**config.mk**
```make
export PLATFORM = sky130hd
export DESIGN_NAME = mycpu_div_unit
export DESIGN_NICKNAME = d
export VERILOG_FILES = /design/src/rtl/mycpu_pkg.sv /design/src/rtl/mycpu_div_step.sv /design/src/rtl/mycpu_div_unit.sv
export SDC_FILE = /design/constraint.sdc
export NUM_CORES = 1
export LEC_CHECK = 0
export ABC_AREA = 1
export BUFFER_PORTS_ARGS = -buffer_cell sky130_fd_sc_hd__buf_2
export CAP_MARGIN = 40
export CORE_MARGIN = 5
export CORE_UTILIZATION = 40
export CTS_BUF_LIST = sky130_fd_sc_hd__clkbuf_8
export DETAILED_ROUTE_END_ITERATION = 16
export GPL_TIMING_DRIVEN = 0
export HOLD_SLACK_MARGIN = 0.03
export MAX_ROUTING_LAYER = met4
export PLACE_DENSITY_LB_ADDON = 0.15
export SYNTH_ARGS = -nofsm -noshare
export SYNTH_HDL_FRONTEND = slang
export SYNTH_SLANG_ARGS = --single-unit
```
**constraint.sdc**
```tcl
create_clock -name clk -period 6.1 [get_ports clk]
set_input_delay 0.305 -clock clk [delete_from_list [all_inputs] [get_ports clk]]
set_output_delay 0.305 -clock clk [all_outputs]
set_load 0.005 [all_outputs]
```
**src/rtl/mycpu_pkg.sv**
```systemverilog
// Shared types and constants for the mycpu divide unit.
package mycpu_pkg;

  localparam int DIV_WIDTH = 32;

  // Bit replicated across the quotient on divide-by-zero (all ones).
  localparam logic DIV_ZERO_FILL = 1'b1;

  typedef enum logic [1:0] {
    IDLE = 2'd0,
    BUSY = 2'd1,
    FIX  = 2'd2,
    DONE = 2'd3
  } div_state_e;

endpackage

```
**src/rtl/mycpu_div_step.sv**
```systemverilog
// One radix-2 restoring iteration: shift {rem,quot} left, trial-subtract divisor.
module mycpu_div_step #(
  parameter int WIDTH = 32
) (
  input  logic [WIDTH-1:0] rem,
  input  logic [WIDTH-1:0] quot,
  input  logic [WIDTH-1:0] divisor,
  output logic [WIDTH-1:0] rem_nx,
  output logic [WIDTH-1:0] quot_nx
);

  logic [WIDTH:0]   sh;
  logic [WIDTH-1:0] diff;
  logic             ge;

  assign sh   = {rem, quot[WIDTH-1]};
  assign ge   = sh >= {1'b0, divisor};
  // rem < divisor on entry, so a successful subtraction always fits in WIDTH bits.
  assign diff = sh[WIDTH-1:0] - divisor;

  assign rem_nx  = ge ? diff : sh[WIDTH-1:0];
  assign quot_nx = {quot[WIDTH-2:0], ge};

endmodule

```
**src/rtl/mycpu_div_unit.sv**
```systemverilog
// Iterative 32-bit DIV/DIVU unit for the EX stage; quotient to LO, remainder to HI.
module mycpu_div_unit
  import mycpu_pkg::*;
#(
  parameter int WIDTH = DIV_WIDTH,
  parameter int CNT_W = 6
) (
  input  logic             clk,
  input  logic             reset,
  input  logic             req_valid,
  output logic             req_ready,
  input  logic             req_signed,
  input  logic [WIDTH-1:0] req_dividend,
  input  logic [WIDTH-1:0] req_divisor,
  input  logic             flush,
  output logic             resp_valid,
  input  logic             resp_ready,
  output logic [WIDTH-1:0] resp_quot,
  output logic [WIDTH-1:0] resp_rem,
  output logic             resp_divzero
);

  div_state_e       state, state_nx;
  logic [CNT_W-1:0] cnt;
  logic [WIDTH-1:0] rem_q, quot_q, dvsr_q, rem_nx, quot_nx;
  logic             neg_q, neg_r;
  logic             accept, a_neg, b_neg;
  logic [WIDTH-1:0] a_mag, b_mag;

  assign req_ready  = (state == IDLE);
  assign resp_valid = (state == DONE);
  assign accept     = req_valid && req_ready && !flush;

  // Magnitudes are plain unsigned: -(0x80000000) wraps back to 0x80000000.
  assign a_neg = req_signed & req_dividend[WIDTH-1];
  assign b_neg = req_signed & req_divisor[WIDTH-1];
  assign a_mag = a_neg ? -req_dividend : req_dividend;
  assign b_mag = b_neg ? -req_divisor  : req_divisor;

  mycpu_div_step #(.WIDTH(WIDTH)) u_step (
    .rem     (rem_q),
    .quot    (quot_q),
    .divisor (dvsr_q),
    .rem_nx  (rem_nx),
    .quot_nx (quot_nx)
  );

  always_comb begin
    state_nx = state;
    case (state)
      IDLE: if (accept) state_nx = (req_divisor == '0) ? DONE : BUSY;
      BUSY: if (flush) state_nx = IDLE;
            else if (cnt == CNT_W'(WIDTH-1)) state_nx = FIX;
      FIX:  state_nx = flush ? IDLE : DONE;
      DONE: if (flush || resp_ready) state_nx = IDLE;
      default: state_nx = IDLE;
    endcase
  end

  always_ff @(posedge clk) begin
    if (reset) begin
      state        <= IDLE;
      cnt          <= '0;
      rem_q        <= '0;
      quot_q       <= '0;
      dvsr_q       <= '0;
      neg_q        <= 1'b0;
      neg_r        <= 1'b0;
      resp_quot    <= '0;
      resp_rem     <= '0;
      resp_divzero <= 1'b0;
    end else begin
      state <= state_nx;
      case (state)
        IDLE: if (accept) begin
          cnt    <= '0;
          rem_q  <= '0;
          quot_q <= a_mag;
          dvsr_q <= b_mag;
          neg_q  <= a_neg ^ b_neg;
          neg_r  <= a_neg;
          // Divide-by-zero skips the datapath and answers straight from DONE.
          if (req_divisor == '0) begin
            resp_quot    <= {WIDTH{DIV_ZERO_FILL}};
            resp_rem     <= req_dividend;
            resp_divzero <= 1'b1;
          end
        end
        BUSY: begin
          rem_q  <= rem_nx;
          quot_q <= quot_nx;
          cnt    <= cnt + CNT_W'(1);
        end
        FIX: begin
          resp_quot    <= neg_q ? -quot_q : quot_q;
          resp_rem     <= neg_r ? -rem_q  : rem_q;
          resp_divzero <= 1'b0;
        end
        default: ;
      endcase
    end
  end

endmodule

```
==> flow_metrics.env <==
export IMPL_fin_crit_sh_pct=42.8
export IMPL_ys_ff_latch=171
export IMPL_worst_pin_slew_ns=0.870
export IMPL_clkTransAtPathRegs_ns=0.11
export IMPL_worstHoldPathCells=3
export IMPL_crit_slowest_cell="fa_1"
export IMPL_status="complete, no violations"
export IMPL_ant_nets=0
export IMPL_r2r_cells=14
export IMPL_whs_ns=0.111
export IMPL_finalSetupViolCount=0
export IMPL_synth_most_common_cell="nand2_1"
export IMPL_p_per_area_nw_per_um2=290
export IMPL_crit_top_cell="nand2_1"
export IMPL_ioPinCount=137
export IMPL_async_reset_ff_share_pct=0
export IMPL_worstReg2RegEnd="rem_q[16]$_SDFFE_PP0P_"
export IMPL_avgSynthCellArea_um2=5.88
export IMPL_crit_chain="inv_1, ha_1, inv_1, fa_1, nand2_1, nand2_1, nand2_1, nand2_1, nand3_1, nand2_1, xnor2_1, nand2_1, nand3_1, a21oi_1"
export IMPL_die_x_um=190
export IMPL_cts_buffer_depth=2
export IMPL_clock_fmax_mhz=383
export IMPL_hold_path_startpoint="req_divisor[1]"
export IMPL_skew_ns=0.0183
export IMPL_hpwlAfterDp_um=47300
export IMPL_worst_setup_path_end_kind="flop"
export IMPL_synth_warnings=0
export IMPL_wl_met2_um=25400
export IMPL_synth_area_um2=13000
export IMPL_area_growth_pct=12.7
export IMPL_final_cells=2824
export IMPL_cts_hold_buf=0
export IMPL_synthTopCellsByCount="600 x nand2_1, 319 x inv_1, 231 x nand3_1"
export IMPL_diodes=0
export IMPL_grt_overflow=0
export IMPL_start_util_pct=40.3
export IMPL_antenna_found_initial=0
export IMPL_synth_nets=2320
export IMPL_fin_nets=2477
export IMPL_clkSinkCount=171
export IMPL_period_needed_ns=2.61
export IMPL_met3_length_um=4100
export IMPL_cp_data_required_time_ns=6.45
export IMPL_vias=15200
export IMPL_firstDrtPassIters=8
export IMPL_die_area_um2=36200
export IMPL_p_leak_nw=7.05
export IMPL_cts_tree="built"
export IMPL_wl_per_cell_um=20.4
export IMPL_drc=0
export IMPL_gp_congestion=1.01
export IMPL_wl_um=57600
export IMPL_ff2ff_setup_slack_ns=3.49
export IMPL_drt_iter0_drc=1434
export IMPL_crit_fanout=4
export IMPL_rsz0062_at_grt="false"
export IMPL_worstSetupPathType="flop to flop"
export IMPL_cts_resized=0
export IMPL_portBuffers=135
export IMPL_synth_cell_types=52
export IMPL_min_to="dvsr_q[1]$_SDFFE_PP0P_"
export IMPL_arrival_ns=2.96
export IMPL_slew_violations=0
export IMPL_synth_seq_area_share_pct=26.3
export IMPL_cts_buffers=17
export IMPL_routed_via_density=5.40
export IMPL_grt_pass1_wl_um=85600
export IMPL_ctsHtreeMaxLevel=4
export IMPL_grt_max_degree=17
export IMPL_clock_root_buffer="clkbuf_8"
export IMPL_cpPeakStageDelay_ns=0.50
export IMPL_drt_met1_wl_um=26000
export IMPL_vdd_drop_max_mv=0.188
export IMPL_ys_dominant_reg_cell="dfxtp_1"
export IMPL_die_y_um=190
export IMPL_synth_top_area_share_pct=26.3
export IMPL_maxSlewHeadroom_pct=42.0
export IMPL_r2r_start="quot_q[31]$_SDFFE_PP0P_"
export IMPL_final_util_pct=45.4
export IMPL_drive_gt1_share_pct=10.1
export IMPL_synth_largest_area_cell="dfxtp_1"
export IMPL_finalSetupTns_ns=0
export IMPL_clk_insertion_delay_late_ns=0.50
export IMPL_min_path_type="input port to flop"
export IMPL_top_layer_used="met4"
export IMPL_grt_pass1_vias=14000
export IMPL_finalHoldViolations=0
export IMPL_maxCapViolations=0
export IMPL_ys_top_cells_by_area="dfxtp_1 26%, nand2_1 17%, inv_1 9.2%, nand3_1 8.9%, a21oi_1 6.3%"
export IMPL_cts_setup_buffers=0
export IMPL_crit_path_start_kind="flop"
export IMPL_synth_edf_count=0
export IMPL_rows=66
export IMPL_core_area_um2=32300
export IMPL_dp_cells=2792
export IMPL_synth_cells=2212
export IMPL_grt_usage_pct=32.1
critical path, delay by kind of cell (launching register included):
kind	cells	cell delay (ns)
simple gates	8	0.77
fa+ha+maj	2	0.71
flops	1	0.34
buf+inv	2	0.33
xor+xnor	1	0.25
compound gates	1	0.06
cells in the final DEF (no fill, tap or decap), types with 17 or more instances in the layout:
master,synthesis,routed
nand3_1,231,231
buf_2,15,150
inv_1,319,319
a21oi_1,164,164
o21ai_0,118,118
clkbuf_8,0,20
nor2_1,187,187
a31oi_1,46,46
o21ai_1,42,42
clkbuf_1,51,51
nor3_1,36,36
nand4_1,27,27
nand2_1,600,600
o22ai_1,17,17
dfxtp_1,171,171
ha_1,37,37
xnor2_1,21,21
layer usage:
metal / GRT usage [%] / vias up
li1: - / 7511
met1: 43.5 / 7060
met2: 49.6 / 595
met3: 4.34 / 75
met4: 11.1 / 0
met5: - / -
cells by family (layout without fill, tap and decap cells):
kind of cell	count (synthesis)	after routing	synth area share, %
buf+inv	414	584	12.7
fa+ha+maj	38	38	3.71
simple gates	1137	1137	37.4
flops	171	171	26.3
compound gates	420	420	17.7
xor+xnor	32	32	2.16
worst max path at each step:
stage                                   to  depth (start not counted)               startpoint
floorplan           rem_q[28]$_SDFFE_PP0P_                         15   rem_q[19]$_SDFFE_PP0P_
global placement    rem_q[30]$_SDFFE_PP0P_                         13   rem_q[26]$_SDFFE_PP0P_
detailed placement  rem_q[30]$_SDFFE_PP0P_                         13   rem_q[20]$_SDFFE_PP0P_
CTS                 rem_q[16]$_SDFFE_PP0P_                         14  quot_q[31]$_SDFFE_PP0P_
global route        rem_q[30]$_SDFFE_PP0P_                         13   rem_q[20]$_SDFFE_PP0P_
finish              rem_q[16]$_SDFFE_PP0P_                         14  quot_q[31]$_SDFFE_PP0P_
through the flow:
step                worst slack, ns  area (µm²)  power [W]
floorplan                      4.20       13000    0.00274
global placement               3.53       14200    0.00341
detailed placement             3.53       14300    0.00342
CTS                            3.50       14600    0.00423
global route                   3.32       14600    0.00456
finish                         3.49       14600    0.00425
state kept, by name, indices dropped and copies added (netlist names):
| signal | count |
|---|---|
| neg_q | 1 |
| state | 2 |
| cnt | 6 |
| rem_q | 32 |
| quot_q | 32 |
| resp_quot | 32 |
| neg_r | 1 |
| dvsr_q | 32 |
| resp_divzero | 1 |
| resp_rem | 32 |
report_power, final:
group | switching (W) | leakage (nW) | internal [W]
registers | 0.000106 | 1.39 | 0.00121
logic | 0.00145 | 5.46 | 0.000677
clock network | 0.000484 | 0.195 | 0.000326
total | 0.00204 | 7.05 | 0.00221
final cells by class:
type	count	area [µm²]
clock buffer	20	275
sequential	171	3420
multi-input combinational	1627	7920
tap	442	553
inverter	326	1220
clock inverter	12	104
timing repair buffer	138	713
buffer	88	433
fill	3667	17600
Power figures use the tool's default switching activity.
